[src/rtl/tcb_img_feeder_121.sv]
// Host-side feeder for the 121-64-10 TCB MNIST top: packs a byte-serial 11x11 frame, starts one inference, returns the digit.
// Optional build macro FEEDER_TIMEOUT_EN adds a WAIT-state watchdog that returns an all-ones error result.
module tcb_img_feeder_121 #(
  parameter int N_PIX   = 121,
  parameter int PIX_W   = 8,
  parameter int RES_W   = 32,
  parameter int TIMEOUT = 4096
) (
  input  logic                   clk,
  input  logic                   rst,
  input  logic [PIX_W-1:0]       pix_in,
  input  logic                   pix_valid,
  output logic                   pix_ready,
  output logic [N_PIX*PIX_W-1:0] img_out,
  output logic                   start_out,
  input  logic                   done_in,
  input  logic [RES_W-1:0]       number_in,
  output logic [RES_W-1:0]       result,
  output logic                   result_err,
  output logic                   result_valid,
  input  logic                   result_ready,
  output logic                   busy
);

  localparam int IDX_W = 7;

  typedef enum logic [1:0] {ST_LOAD, ST_START, ST_WAIT, ST_RESULT} state_t;

  state_t                 state_q, state_d;
  logic [IDX_W-1:0]       idx_q, idx_d;
  logic [N_PIX*PIX_W-1:0] img_q, img_d;
  logic [RES_W-1:0]       res_q, res_d;
  logic                   start_q, start_d;
  logic                   busy_q, busy_d;
  logic                   rvalid_q, rvalid_d;
  logic                   accept_s;
  logic                   last_s;

`ifdef FEEDER_TIMEOUT_EN
  localparam int CNT_W = (TIMEOUT > 1) ? $clog2(TIMEOUT) : 1;
  logic [CNT_W-1:0] cnt_q, cnt_d;
  logic             err_q, err_d;
`endif

  // pix_ready is the only combinational output; forced low while reset is held
  assign pix_ready = (state_q == ST_LOAD) & rst;
  assign accept_s  = pix_valid & pix_ready;
  assign last_s    = (idx_q == IDX_W'(N_PIX - 1));

  // Next-state, frame packing and result capture
  always_comb begin
    state_d = state_q;
    idx_d   = idx_q;
    img_d   = img_q;
    res_d   = res_q;
`ifdef FEEDER_TIMEOUT_EN
    cnt_d   = '0;
    err_d   = err_q;
`endif
    case (state_q)
      ST_LOAD: begin
        if (accept_s) begin
          img_d[idx_q*PIX_W +: PIX_W] = pix_in;
          if (last_s) begin
            idx_d   = '0;
            state_d = ST_START;
          end else begin
            idx_d   = idx_q + IDX_W'(1);
          end
        end else begin
          idx_d = idx_q;
        end
      end
      ST_START: begin
        state_d = ST_WAIT;
      end
      ST_WAIT: begin
        // done_in takes priority over an expiring watchdog
        if (done_in) begin
          res_d   = number_in;
          state_d = ST_RESULT;
`ifdef FEEDER_TIMEOUT_EN
          err_d   = 1'b0;
        end else if (cnt_q == CNT_W'(TIMEOUT - 1)) begin
          res_d   = '1;
          err_d   = 1'b1;
          state_d = ST_RESULT;
        end else begin
          cnt_d   = cnt_q + CNT_W'(1);
`else
        end else begin
          state_d = ST_WAIT;
`endif
        end
      end
      ST_RESULT: begin
        if (result_ready) begin
          state_d = ST_LOAD;
        end else begin
          state_d = ST_RESULT;
        end
      end
      default: begin
        state_d = ST_LOAD;
      end
    endcase
    start_d  = (state_d == ST_START);
    busy_d   = (state_d == ST_START) | (state_d == ST_WAIT);
    rvalid_d = (state_d == ST_RESULT);
  end

  // State and output registers
  always_ff @(posedge clk or negedge rst) begin
    if (!rst) begin
      state_q  <= ST_LOAD;
      idx_q    <= '0;
      img_q    <= '0;
      res_q    <= '0;
      start_q  <= 1'b0;
      busy_q   <= 1'b0;
      rvalid_q <= 1'b0;
`ifdef FEEDER_TIMEOUT_EN
      cnt_q    <= '0;
      err_q    <= 1'b0;
`endif
    end else begin
      state_q  <= state_d;
      idx_q    <= idx_d;
      img_q    <= img_d;
      res_q    <= res_d;
      start_q  <= start_d;
      busy_q   <= busy_d;
      rvalid_q <= rvalid_d;
`ifdef FEEDER_TIMEOUT_EN
      cnt_q    <= cnt_d;
      err_q    <= err_d;
`endif
    end
  end

  assign img_out      = img_q;
  assign start_out    = start_q;
  assign result       = res_q;
  assign result_valid = rvalid_q;
  assign busy         = busy_q;
`ifdef FEEDER_TIMEOUT_EN
  assign result_err   = err_q;
`else
  assign result_err   = 1'b0;
`endif

endmodule

[config.mk]
export PLATFORM = sky130hd
export DESIGN_NAME = tcb_img_feeder_121
export DESIGN_NICKNAME = d
export VERILOG_FILES = /design/src/rtl/tcb_img_feeder_121.sv
export SDC_FILE = /design/constraint.sdc
export NUM_CORES = 1
export LEC_CHECK = 0
export BUFFER_PORTS_ARGS = -buffer_cell sky130_fd_sc_hd__buf_2
export CAP_MARGIN = 20
export CORE_AREA = 2 2 404 406
export CTS_BUF_LIST = sky130_fd_sc_hd__clkbuf_8
export DETAILED_ROUTE_END_ITERATION = 10
export DIE_AREA = 0 0 406 408
export PLACE_DENSITY_LB_ADDON = 0.1
export SETUP_SLACK_MARGIN = 0.2
export SYNTH_ARGS = -nofsm -noshare
export SYNTH_HDL_FRONTEND = slang
export SYNTH_SLANG_ARGS = --single-unit
[constraint.sdc]
create_clock -name clk -period 5.3 [get_ports clk]
set_input_delay 1.06 -clock clk [delete_from_list [all_inputs] [get_ports clk]]
set_output_delay 1.06 -clock clk [all_outputs]
set_load 0.05 [all_outputs]
==> flow_metrics.py, run 1 <==
metrics = {
    "run_status": {
        "run_status": "finished clean",
    },
    "yosys": {
        "synth-seq-area-share": 0.620,
        "yosysTopAreaCellShare": 0.620,
        "muxShareOfSynthArea": 0.0886,
        "syn_area_per_cell_um2": 11.1,
        "yosys.area.top_type": "dfrtp_1",
        "synth_compound_area_frac": 0.163,
        "synthTopCellsByArea": "dfrtp_1, o21ai_0, mux2_2",
        "synth_top_family_by_area": "compound AO/OA/AOI/OAI gates",
        "synth_seq_cells": 1012,
        "synthArstFlopShare": 1.00,
        "synthCells": 3690,
        "synth_area_um2": 40800,
        "yosys_warnings": 0,
        "synth_fa_ha_area_frac": 0.00153,
        "yosysUniqueCellTypes": 74,
        "synth-main-ff-cell": "dfrtp_1",
        "syn_nets": 3740,
        "synth_edf_count": 0,
        "synthXorXnorAreaFrac": 0.000858,
        "synthSimpleGateAreaFrac": 0.0962,
    },
    "sta": {
        "fin_crit_ns": 4.56,
        "setup_viol": 0,
        "finalHoldViolations": 0,
        "slew_headroom": 0.248,
        "rsz0062_at_grt": "false",
        "timing.fmax_mhz": 220,
        "period_share": 0.859,
        "finalMaxSlewViolations": 0,
        "tightest_slew_ns": 1.13,
        "finClkSkew_ns": 0.0430,
        "final.setup.tns_ns": 0,
    },
    "critical_path": {
        "crit_path_end_kind": "flop",
        "arrival_ns": 5.35,
        "critPathRequiredTime_ns": 6.09,
        "worstPathCellList": "buf_4 -> inv_1 -> ha_1 -> or3b_1 -> nor3_1 -> ha_2 -> or2_1 -> or2_2 -> nor4_4 -> nand2_1 -> o21ai_0",
        "worst_path_max_delay_cell": "nor4_4",
        "cp-start-kind": "flop",
        "critPathMaxStageDelay_ns": 0.82,
        "path_class": "reg -> reg",
        "critPathMaxFanout": 25,
    },
    "power_and_ir_drop": {
        "peakVddDrop_v": 0.000297,
        "power.density_nw_per_um2": 454,
        "p_leak_uw": 0.0267,
    },
    "route": {
        "vias": 35200,
        "ant_nets": 0,
        "post_drt_wl_per_cell_um": 30.6,
        "firstDrtPassIters": 5,
        "drt-initial-drc-count": 2478,
        "viasPerCell": 4.96,
        "drc": 0,
        "postRouteWirelength_mm": 217,
    },
    "grt": {
        "grt_pass1_wl_mm": 299,
        "grt_max_degree": 157,
        "antenna_found_initial": 13,
        "first_global_vias": 35700,
        "grt_overflow": 0,
        "grt_usage": 0.256,
    },
    "cts": {
        "htree_levels": 4,
        "cts.path.max_buffers": 3,
        "cts_tree": "yes",
        "clock_latency_ns": 0.92,
        "cts_num_sinks": 1012,
        "clkTransAtPathRegs_ns": 0.06,
        "cts_root_buf": "clkbuf_8",
        "cts_made_buffers": 190,
    },
    "final_layout": {
        "area.growth.synth_to_final_pct": 29.3,
        "final_cell_mix": "buf_2, o21ai_0, dfrtp_1, nand2_1, mux2_2",
        "drive_gt1_frac": 0.371,
        "fin_util": 0.327,
        "layout_commonest_cell": "buf_2",
        "fin_nets": 4830,
    },
    "min_path": {
        "hold_path_class": "in -> reg",
    },
    "floorplan": {
        "fp.dieW_um": 406,
        "die_area_um2": 166000,
        "coreArea_um2": 162000,
        "io_pins": 1050,
        "rows": 148,
        "die_y_um": 408,
        "initial_utilization": 0.253,
    },
    "placement": {
        "gp_congestion": 0.830,
        "hpwl_mm": 157,
        "port_buffers": 1048,
    },
    "flow_run": {
        "cap_violations": 0,
    },
}
[worst max-delay path: cells and delay by family, from the launching register on]
kind / cells / cell delay [ns]
AO/OA/AOI/OAI: 1 / 0.27
AND/OR/NAND/NOR: 6 / 2.92
flip-flops: 1 / 0.35
adder cells (fa/ha/maj): 2 / 0.55
buffers and inverters: 2 / 0.35
[metal layers]
| layer | wire length (µm) | track usage | vias up |
|---|---|---|---|
| met5 | 0 | 0 | - |
| met4 | 5530 | 0.0681 | 0 |
| met3 | 17200 | 0.0802 | 270 |
| met2 | 108000 | 0.437 | 1324 |
| met1 | 86800 | 0.310 | 18300 |
| li1 | - | - | 15300 |
[repair_timing]
| item | 4_1_cts | 5_1_grt |
|---|---|---|
| buffers inserted | 0 | 0 |
| resized for setup | 0 | 0 |
| setup endpoints to repair | 0 | 0 |
| endpoints found under the hold margin | 2 | 0 |
| hold buffers | 1 | 0 |
[cells by family after synthesis]
kind of cell	Yosys count
AOI/OAI and AO/OA	1222
xor gates and xnor gates	4
adders and majority gates	5
buffers and inverters	300
DFF	1012
muxes	324
other	1
and+or+nand+nor	822
[Yosys cell counts (15+ instances only)]
library cell and instances:
o21ai_0 1044, dfrtp_1 1012, nand2_1 444, mux2_2 298, clkbuf_1 215, nand3_1 106, nor2_1 61, o31ai_1 61
nor3_1 44, and2_1 30, inv_1 30, o2111ai_1 29, buf_2 28, mux2i_1 26, o41ai_1 24, buf_1 17
o21ai_1 17, nor4_1 16, or3_1 16, and3_1 15
[area by class of cell]
type                    instances  area [µm²]
diodes                          5        12.5
clock buffers                 235        3230
clock inverters                89         512
fillers                     17100      109000
inverters                      30         113
multi-input cells            2378       14600
flip-flops and latches       1012       25300
well taps                    2175        2720
repair buffers               1168        6260
[registers in the layout, summed over array words and instances, names as in the netlist]
| signal | cells |
|---|---|
| idx_q | 7 |
| start_out | 1 |
| img_out | 968 |
| state_q | 2 |
| busy | 1 |
| result | 32 |
| result_valid | 1 |
[power by group]
group	internal [µW]	switching (µW)	total, µW
Combinational	1410	6400	7810
Sequential	8160	287	8450
Clock	4150	3570	7720
[metrics by stage]
step / total power (µW) / worst slack (ns) / cell area, µm² / cells / hold slack, ns
global route: 25000 / 0.501 / 52800 / 7090 / 0.300
finish: 24000 / 0.745 / 52800 / 7092 / 0.387
detailed placement: 16500 / 0.722 / 49000 / 6761 / 0.461
global placement: 16400 / 0.761 / 48900 / 6754 / 0.457
CTS: 24400 / 0.734 / 52800 / 7086 / 0.244
floorplan: 12800 / 1.44 / 40800 / 3690 / 0.596
[worst paths after layout]
check | startpoint | endpoint | slack [ns] | cells past startpoint
setup / recovery | idx_q[0] | img_out[744] | 0.74 | 11
setup reg to reg | idx_q[0] | img_out[744] | 0.74 | 11
hold / removal | number_in[9] | result[9] | 0.39 | 2
min in group asynchronous | rst | img_out[820] | 0.57 | 2
hold reg to reg | img_out[952] | img_out[952] | 0.47 | 2
max in group asynchronous | rst | img_out[92] | 2.03 | 5
No activity file was read; power rests on OpenSTA's default activity.
==> run 2, diff against run 1 <==
--- a/config.mk
+++ b/config.mk
@@ -11,6 +11,7 @@
 export CTS_BUF_LIST = sky130_fd_sc_hd__clkbuf_8
 export DETAILED_ROUTE_END_ITERATION = 10
 export DIE_AREA = 0 0 406 408
+export MAX_ROUTING_LAYER = met4
 export PLACE_DENSITY_LB_ADDON = 0.1
 export SETUP_SLACK_MARGIN = 0.2
 export SYNTH_ARGS = -nofsm -noshare
==> run 2 against run 1 <==
- first-iteration DRC count grew 4.2%
- register-to-register slack gained 0.02 ns
- setup slack improved by 0.024 ns
- worst hold slack got worse by 0.0020 ns
- sequential power is essentially flat
- global-route usage grew 0.77 points
- power about the same
- via count up 0.18%
- highest routed layer unchanged
- core utilization is essentially flat
- cell count hardly changed
- combinational power about the same
- fmax increased by 0.52%
==> flow_metrics.py, run 2 (synthesis results as in run 1) <==
metrics = {
    "cts": {
        "cts.path.max_buffers": 3,
        "clkTransAtPathRegs_ns": 0.06,
        "clock_latency_ns": 0.92,
        "htree_levels": 4,
        "cts_made_buffers": 190,
        "cts_tree": "yes",
        "cts_num_sinks": 1012,
        "cts_resized": 0,
        "cts_root_buf": "clkbuf_8",
    },
    "route": {
        "viasPerCell": 4.97,
        "drc": 0,
        "post_drt_wl_per_cell_um": 30.6,
        "ant_nets": 0,
        "wl_met3_mm": 17.0,
        "firstDrtPassIters": 6,
        "highest_layer": "met4",
        "postRouteWirelength_mm": 217,
        "vias": 35300,
        "dr_wl_met2_mm": 108,
        "wl_met1_mm": 87.1,
        "drt-initial-drc-count": 2583,
    },
    "sta": {
        "fin_crit_ns": 4.53,
        "slew_headroom": 0.244,
        "period_share": 0.855,
        "finalMaxSlewViolations": 0,
        "setup_viol": 0,
        "finalHoldViolations": 0,
        "tightest_slew_ns": 1.13,
        "finClkSkew_ns": 0.0427,
        "final.setup.tns_ns": 0,
        "rsz0062_at_grt": "false",
        "timing.fmax_mhz": 221,
    },
    "critical_path": {
        "arrival_ns": 5.33,
        "path_class": "reg -> reg",
        "critPathRequiredTime_ns": 6.10,
        "cp-start-kind": "flop",
        "crit_path_end_kind": "flop",
        "critPathMaxFanout": 25,
    },
    "grt": {
        "grt_max_degree": 157,
        "grt_pass1_wl_mm": 299,
        "antenna_found_initial": 10,
        "first_global_vias": 35700,
        "grt_usage": 0.264,
        "grt_overflow": 0,
    },
    "placement": {
        "hpwl_mm": 157,
        "port_buffers": 1048,
        "placed_area_um2": 49000,
        "gp_congestion": 0.843,
    },
    "flow_run": {
        "cap_violations": 0,
    },
    "final_layout": {
        "design_area_um2": 52800,
        "fillers": 17100,
        "drive_gt1_frac": 0.371,
        "ff_latch_area_um2": 25300,
        "largest_reg_flops": 968,
        "fin_nets": 4830,
        "layout_commonest_cell": "buf_2",
        "area.growth.synth_to_final_pct": 29.3,
        "multi_input_area_um2": 14600,
        "final_cell_mix": "buf_2, o21ai_0, dfrtp_1, nand2_1, mux2_2",
    },
    "power_and_ir_drop": {
        "power.density_nw_per_um2": 454,
        "p_leak_uw": 0.0267,
        "peakVddDrop_v": 0.000295,
    },
    "floorplan": {
        "io_pins": 1050,
        "rows": 148,
        "die_y_um": 408,
        "initial_utilization": 0.253,
        "die_area_um2": 166000,
        "coreArea_um2": 162000,
        "fp.dieW_um": 406,
    },
    "min_path": {
        "hold_path_class": "in -> reg",
    },
    "run_status": {
        "run_status": "finished clean",
    },
}
run 2: changes by cell type in the layout (fill, tap and decap cells not counted), sizes merged:
| cell | change |
|---|---|
| diode | +1 |
run 2: what timing repair did:
action	in CTS	in global routing
hold endpoints to repair	2	0
buffers inserted	0	0
hold buffers	1	0
run 2: path summary, 6_finish.rpt:
path                            cells after the start           end  slack (ns)          from
worst max-delay path                               11  img_out[744]        0.77      idx_q[0]
worst min-delay path                                2     result[9]        0.39  number_in[9]
worst max register to register                     11  img_out[744]        0.77      idx_q[0]
worst min register to register                      2  img_out[952]        0.47  img_out[952]
max in group asynchronous                           5  img_out[893]        2.06           rst
min in group asynchronous                           2  img_out[820]        0.57           rst
run 2: per-layer routing:
layer / up-vias / global-route usage
li1: 15300 / -
met5: - / -
met3: 268 / 0.0801
met1: 18300 / 0.311
met2: 1319 / 0.438
met4: 0 / 0.0662
run 2: layout make-up:
cell class	count	share of cell area
timing repair buffer	1168	0.119
inverter	30	0.00213
clock buffer	235	0.0612
antenna	6	0.000284
tap	2175	0.0515
sequential	1012	0.480
multi-input combinational	2378	0.277
clock inverter	89	0.00969
run 2: power by group:
part	switching, µW	internal [µW]
logic	6400	1410
clock network	3560	4150
registers	288	8160
run 2: metrics by stage:
| step | power (µW) | setup slack [ns] | instances | util | hold slack [ns] |
|---|---|---|---|---|---|
| 5_1_grt | 25000 | 0.506 | 7090 | 0.327 | 0.299 |
| 3_5_place_dp | 16500 | 0.722 | 6761 | 0.303 | 0.461 |
| 6_report | 24000 | 0.768 | 7093 | 0.327 | 0.385 |
| 3_3_place_gp | 16400 | 0.761 | 6754 | 0.303 | 0.457 |
| 2_1_floorplan | 12800 | 1.44 | 3690 | - | 0.596 |
| 4_1_cts | 24400 | 0.734 | 7086 | 0.327 | 0.244 |
run 2: worst max-delay path, cell delays in order (launching register included):
cell	delay, ns
dfrtp_1	0.35
buf_4	0.21
inv_1	0.14
ha_1	0.17
or3b_1	0.49
nor3_1	0.20
ha_2	0.38
or2_1	0.47
or2_2	0.53
nor4_4	0.81
nand2_1	0.40
o21ai_0	0.25
